<file path="src/rtl/traffic_light_monitor.sv">
// Passive checker for the traffic controller light outputs.
// Tracks the phase sequence and latches a sticky fault code on the first
// illegal encoding, conflict, illegal transition or wrong phase length.
// Ports:
//   clk            - system clock, rising edge
//   i_maintenance  - synchronous active-high reset
//   i_light_ns/ew  - direction lights: 010 green, 110 yellow, 100 red
//   i_light_ped    - pedestrian walk light
//   o_fault        - sticky fault flag
//   o_fault_code   - first fault code, 0 = none
//   o_phase        - tracked phase (0 NS_G .. 5 PED_BLINK)
//   o_round_count  - completed traffic rounds, wrapping
module traffic_light_monitor #(
    parameter int CYCLES_PER_SEC = 16,
    parameter int GREEN_SEC      = 3,
    parameter int YELLOW_SEC     = 2,
    parameter int PED_ON_SEC     = 2,
    parameter int PED_BLINK_SEC  = 2
) (
    input  logic       clk,
    input  logic       i_maintenance,
    input  logic [2:0] i_light_ns,
    input  logic [2:0] i_light_ew,
    input  logic       i_light_ped,
    output logic       o_fault,
    output logic [3:0] o_fault_code,
    output logic [2:0] o_phase,
    output logic [7:0] o_round_count
);

    localparam int QTR   = CYCLES_PER_SEC / 4;
    localparam int L_G   = GREEN_SEC * CYCLES_PER_SEC;
    localparam int L_Y   = YELLOW_SEC * CYCLES_PER_SEC;
    localparam int L_PON = PED_ON_SEC * CYCLES_PER_SEC;
    localparam int L_PBL = PED_BLINK_SEC * CYCLES_PER_SEC;
    localparam int L_M1  = (L_G > L_Y) ? L_G : L_Y;
    localparam int L_M2  = (L_PON > L_PBL) ? L_PON : L_PBL;
    localparam int L_MAX = (L_M1 > L_M2) ? L_M1 : L_M2;
    // Room for L_MAX + 1 so the over-length compare never wraps.
    localparam int CW    = $clog2(L_MAX + 2);

    localparam logic [2:0] GRN = 3'b010;
    localparam logic [2:0] YEL = 3'b110;
    localparam logic [2:0] RED = 3'b100;

    typedef enum logic [2:0] {
        NS_G      = 3'd0,
        NS_Y      = 3'd1,
        EW_G      = 3'd2,
        EW_Y      = 3'd3,
        PED_ON    = 3'd4,
        PED_BLINK = 3'd5
    } phase_e;

    phase_e        phase_q, phase_d;
    logic [CW-1:0] cnt_q, cnt_d;
    logic          fault_q, fault_d;
    logic [3:0]    code_q, code_d;
    logic [7:0]    round_q, round_d;

    function automatic logic [6:0] pattern(phase_e ph, logic pb);
        case (ph)
            NS_G:      return {GRN, RED, 1'b0};
            NS_Y:      return {YEL, RED, 1'b0};
            EW_G:      return {RED, GRN, 1'b0};
            EW_Y:      return {RED, YEL, 1'b0};
            PED_ON:    return {RED, RED, 1'b1};
            PED_BLINK: return {RED, RED, pb};
            default:   return {RED, RED, 1'b0};
        endcase
    endfunction

    function automatic logic enc_ok(logic [2:0] x);
        return (x == GRN) || (x == YEL) || (x == RED);
    endfunction

    logic [6:0]    sample;
    logic [CW-1:0] cnt_inc;
    logic [CW-1:0] half_idx;
    logic          blink_p;
    logic [CW-1:0] len;
    logic [3:0]    dcode;
    phase_e        succ_a, succ_b;
    logic          has_b;
    logic          cur_hit, hit_a, hit_b;
    logic          any_go;

    assign sample   = {i_light_ns, i_light_ew, i_light_ped};
    assign cnt_inc  = cnt_q + CW'(1);
    // Blink level for the sample at cnt_q+1: ((cnt-1) / QTR) mod 2.
    assign half_idx = cnt_q / CW'(QTR);
    assign blink_p  = half_idx[0];
    assign any_go   = (i_light_ns != RED) || (i_light_ew != RED);

    always_comb begin
        len    = CW'(L_G);
        dcode  = 4'd5;
        succ_a = NS_Y;
        succ_b = NS_Y;
        has_b  = 1'b0;
        case (phase_q)
            NS_G: begin
                succ_a = NS_Y;
            end
            NS_Y: begin
                len    = CW'(L_Y);
                dcode  = 4'd6;
                succ_a = EW_G;
            end
            EW_G: begin
                succ_a = EW_Y;
            end
            EW_Y: begin
                len    = CW'(L_Y);
                dcode  = 4'd6;
                succ_a = NS_G;
                succ_b = PED_ON;
                has_b  = 1'b1;
            end
            PED_ON: begin
                len    = CW'(L_PON);
                dcode  = 4'd7;
                succ_a = PED_BLINK;
            end
            default: begin
                len    = CW'(L_PBL);
                dcode  = 4'd7;
                succ_a = NS_G;
            end
        endcase
    end

    // Successor patterns are compared at cnt = 1, where the blink is off.
    assign cur_hit = (sample == pattern(phase_q, blink_p));
    assign hit_a   = (sample == pattern(succ_a, 1'b0));
    assign hit_b   = has_b && (sample == pattern(succ_b, 1'b0));

    always_ff @(posedge clk) begin
        if (i_maintenance) begin
            phase_q <= NS_G;
            cnt_q   <= '0;
            fault_q <= 1'b0;
            code_q  <= 4'd0;
            round_q <= 8'd0;
        end else begin
            phase_q <= phase_d;
            cnt_q   <= cnt_d;
            fault_q <= fault_d;
            code_q  <= code_d;
            round_q <= round_d;
        end
    end

    always_comb begin
        phase_d = phase_q;
        cnt_d   = cnt_q;
        fault_d = fault_q;
        code_d  = code_q;
        round_d = round_q;
        if (!fault_q) begin
            // Faulting samples leave phase, cnt and round untouched.
            if (!enc_ok(i_light_ns) || !enc_ok(i_light_ew)) begin
                code_d = 4'd1;
            end else if ((i_light_ns != RED) && (i_light_ew != RED)) begin
                code_d = 4'd2;
            end else if (i_light_ped && any_go) begin
                code_d = 4'd3;
            end else if (cur_hit) begin
                if (cnt_inc > len) begin
                    code_d = dcode;
                end else begin
                    cnt_d = cnt_inc;
                end
            end else if (hit_a || hit_b) begin
                if (cnt_q != len) begin
                    code_d = dcode;
                end else begin
                    phase_d = hit_a ? succ_a : succ_b;
                    cnt_d   = CW'(1);
                    if (phase_d == NS_G) begin
                        round_d = round_q + 8'd1;
                    end
                end
            end else if ((phase_q == PED_BLINK) && (i_light_ped != blink_p)) begin
                code_d = 4'd7;
            end else begin
                code_d = 4'd4;
            end
            fault_d = (code_d != 4'd0);
        end
    end

    always_comb begin
        o_fault       = fault_q;
        o_fault_code  = code_q;
        o_phase       = phase_q;
        o_round_count = round_q;
    end

endmodule

</file>
<file path="config.mk">
export PLATFORM = sky130hd
export DESIGN_NAME = traffic_light_monitor
export DESIGN_NICKNAME = d
export VERILOG_FILES = /design/src/rtl/traffic_light_monitor.sv
export SDC_FILE = /design/constraint.sdc
export NUM_CORES = 1
export LEC_CHECK = 0
export ABC_CLOCK_PERIOD_IN_PS = 2900
export CAP_MARGIN = 20
export CORE_UTILIZATION = 35
export DETAILED_ROUTE_END_ITERATION = 12
export GPL_ROUTABILITY_DRIVEN = 1
export PLACE_DENSITY = 0.6
export SYNTH_ARGS = -nofsm -noshare
export SYNTH_HDL_FRONTEND = slang
export SYNTH_SLANG_ARGS = --single-unit
</file>
<file path="constraint.sdc">
create_clock -name clk -period 2.9 [get_ports clk]
set_input_delay 0.435 -clock clk [delete_from_list [all_inputs] [get_ports clk]]
set_output_delay 0.435 -clock clk [all_outputs]
set_load 0.1 [all_outputs]
</file>
==> results.yml <==
status:
  status: "completed"
routing:
  ant_nets: 0
  drt_wl_total_um: 4080
  vias_per_cell: 5.29
  vias: 1602
  drcViolationCount: 0
  drtIter0Drc: 62
  first_pass_iters: 4
  wire_per_inst_um: 13.5
synthesis:
  synth_nets: 219
  synth_top_flop_cell: "dfxtp_1"
  synth-edff-count: 0
  yosysUniqueCellTypes: 59
  syn_inst: 206
  synthArstFlopShare_pct: 0
  synth_area_per_cell_um2: 8.11
  ys_warn_count: 0
  yosysSeqAreaShare_pct: 26.3
  netlist_area_um2: 1670
  ys_seq_elements: 22
clocking:
  clkLatencyLatePin_ns: 0.26
  cts_root_buf: "clkbuf_8"
  cts-hold-fix-buffers: 0
  cts_tree: "yes"
  clockBufferDepth: 2
  clk_pin_slew_ns: 0.08
  cts-buffers-inserted: 3
  cts_sinks: 22
  cts_setup_buffers: 0
  cts_resized: 0
  h-tree-depth: 1
sta:
  final.setup_skew_ns: 0.00349
  layout_setup_ws_ns: 0.172
  final_max_slew_viol_count: 0
  max-slew-margin-rel_pct: 58.1
  max_freq_ghz: 0.367
  fin_crit_ns: 2.73
  worstMarginPinSlew_ns: 0.621
  finalSetupViolations: 0
  hold_viol: 0
  rsz0062_at_grt: "no"
  timing.final.crit_share_pct: 94.1
floorplan:
  start_util_pct: 37.4
  die_area_um2: 5060
  coreArea_um2: 4470
  die_w_um: 71.1
  ios: 25
  row_count: 24
  die_h_um: 71.1
layout:
  final_util_pct: 48.5
  fill_cells: 464
  n_antenna_cell: 0
  drive_gt1_share_pct: 25.1
  layout_commonest_cell: "buf_4"
  area_growth_pct: 29.9
  fin_nets: 265
  layout_common_cells: "44 x buf_4, 19 x dfxtp_1, 16 x nor2_1, 13 x a21oi_1, 12 x inv_1"
pwr:
  switchingPower_w: 0.000164
  p_int_w: 0.000527
  clkPwrFrac_pct: 41.4
  seqPwrFrac_pct: 45.0
  p_per_area_nw_per_um2: 318
  p_leak_nw: 0.825
  combinationalPowerShare_pct: 13.6
  ir_worst_vdd_mv: 0.164
  sw_frac_of_total_pct: 23.7
critical_path:
  cp_max_fo: 7
  cp.required_ns: 3.08
  critPathCaptureType: "flop"
  reg2reg_setup_slack_ns: 0.25
  startpoint_type: "primary input"
  worstPathArrival_ns: 2.91
  worstSetupPathType: "primary input to flop"
min_path:
  worstHoldPathType: "flop to flop"
global_route:
  antenna_found_initial: 0
  first_global_vias: 1483
  overflow: 0
  grt_max_degree: 19
  grt_pass1_wl_um: 7060
  grt.total_usage_pct: 17.2
placed_design:
  dpl_worst_slack_ns: -0.109
  portBuffers: 24
  dpl.hpwl_um: 3290
  place_congestion: 0.859
flow_run:
  drv_cap: 0
[worst max-delay path, stage by stage]
cell and delay [ns]:
clkdlybuf4s50_1 0.49, or3b_1 0.38, maj3_2 0.32, or3_4 0.35
a211oi_4 0.30, o21ai_2 0.16, or3_1 0.33, a21oi_1 0.14
[metal layers]
metal / track usage [%] / wire length (um)
met1: 23.7 / 2070
met2: 29.1 / 1930
met3: 3.13 / 73
met4: 1.56 / 6
met5: 0 / 0
[stage by stage]
step | std cells | hold WS (ns) | TNS, ns | area [um^2] | total power (W)
2_1_floorplan | 206 | 0.472 | 0 | 1680 | 0.000373
3_3_place_gp | 299 | 0.453 | -0.507 | 2100 | 0.000412
6_report | 303 | 0.457 | 0 | 2170 | 0.000691
3_5_place_dp | 299 | 0.453 | -0.699 | 2100 | 0.000412
5_1_grt | 303 | 0.496 | 0 | 2170 | 0.000724
4_1_cts | 303 | 0.465 | 0 | 2170 | 0.000704
[flip-flops by register name, indices dropped and copies added, names as in the netlist]
register	count
cnt_q	6
o_fault	1
o_round_count	8
o_fault_code	4
o_phase	3
[synthesized netlist by cell type (all sizes together), types with 2 or more instances]
master | count | area share [%]
o21ai | 8 | 2.6
ha | 4 | 3.0
nor2 | 16 | 3.6
clkbuf | 8 | 1.8
mux2i | 9 | 5.4
or3 | 4 | 1.8
nor3 | 6 | 1.8
nand4 | 2 | 0.75
and3 | 4 | 1.6
or3b | 5 | 2.6
a21oi | 13 | 3.9
nand2 | 11 | 2.5
o21a | 2 | 0.90
inv | 12 | 2.7
dfxtp | 22 | 26
o31ai | 3 | 1.3
xnor2 | 9 | 4.7
xor2 | 3 | 1.6
maj3 | 2 | 1.3
buf | 3 | 1.2
nor2b | 5 | 1.9
a311oi | 2 | 1.0
a2111oi | 2 | 2.2
nor3b | 5 | 2.2
nand3 | 8 | 2.4
or2 | 3 | 1.1
and4 | 2 | 1.1
nand2b | 2 | 0.75
a211oi | 6 | 3.4
nor4b | 2 | 1.0
nand3b | 6 | 2.7
o221ai | 2 | 1.0
[logic make-up (layout without fill, tap and decap cells)]
logic type	count (synthesis)	in the layout	synth area share [%]
DFF	22	22	26.3
muxes	9	9	5.39
buffers and inverters	23	68	5.69
xor gates and xnor gates	12	12	6.29
adders and majority gates	6	6	4.27
AOI/OAI and AO/OA	49	49	22.0
and+or+nand+nor	85	85	30.0
[power groups by stage]
| stage | combinational, W | clock [W] | sequential, W |
|---|---|---|---|
| final | 0.0000938 | 0.000286 | 0.000311 |
| after global placement | 0.0000934 | 0 | 0.000318 |
| after CTS | 0.0000942 | 0.000299 | 0.000311 |
| after floorplan | 0.0000324 | 0 | 0.000341 |
| after global routing | 0.000100 | 0.000311 | 0.000312 |
| after detailed placement | 0.0000940 | 0 | 0.000318 |
[area by class of cell]
type / count / area (um^2) / share of cell area (%)
well taps: 52 / 65.1 / 3.00
multi-input cells: 161 / 1140 / 52.3
inverters: 12 / 45.0 / 2.07
clock inverters: 1 / 30.0 / 1.38
flip-flops and latches: 22 / 444 / 20.4
clock buffers: 3 / 41.3 / 1.90
repair buffers: 52 / 410 / 18.9
[worst paths after layout]
path,from,cells past startpoint,endpoint
max,i_light_ns[2],8,o_phase[2]$_SDFFE_PP0P_
min,o_fault_code[3]$_SDFFE_PP0N_,2,o_fault_code[3]$_SDFFE_PP0N_
max reg2reg,cnt_q[1]$_SDFFE_PP0P_,10,o_fault$_SDFF_PP0_
min reg2reg,o_fault_code[3]$_SDFFE_PP0N_,2,o_fault_code[3]$_SDFFE_PP0N_
No activity file was read; power rests on OpenSTA's default activity.
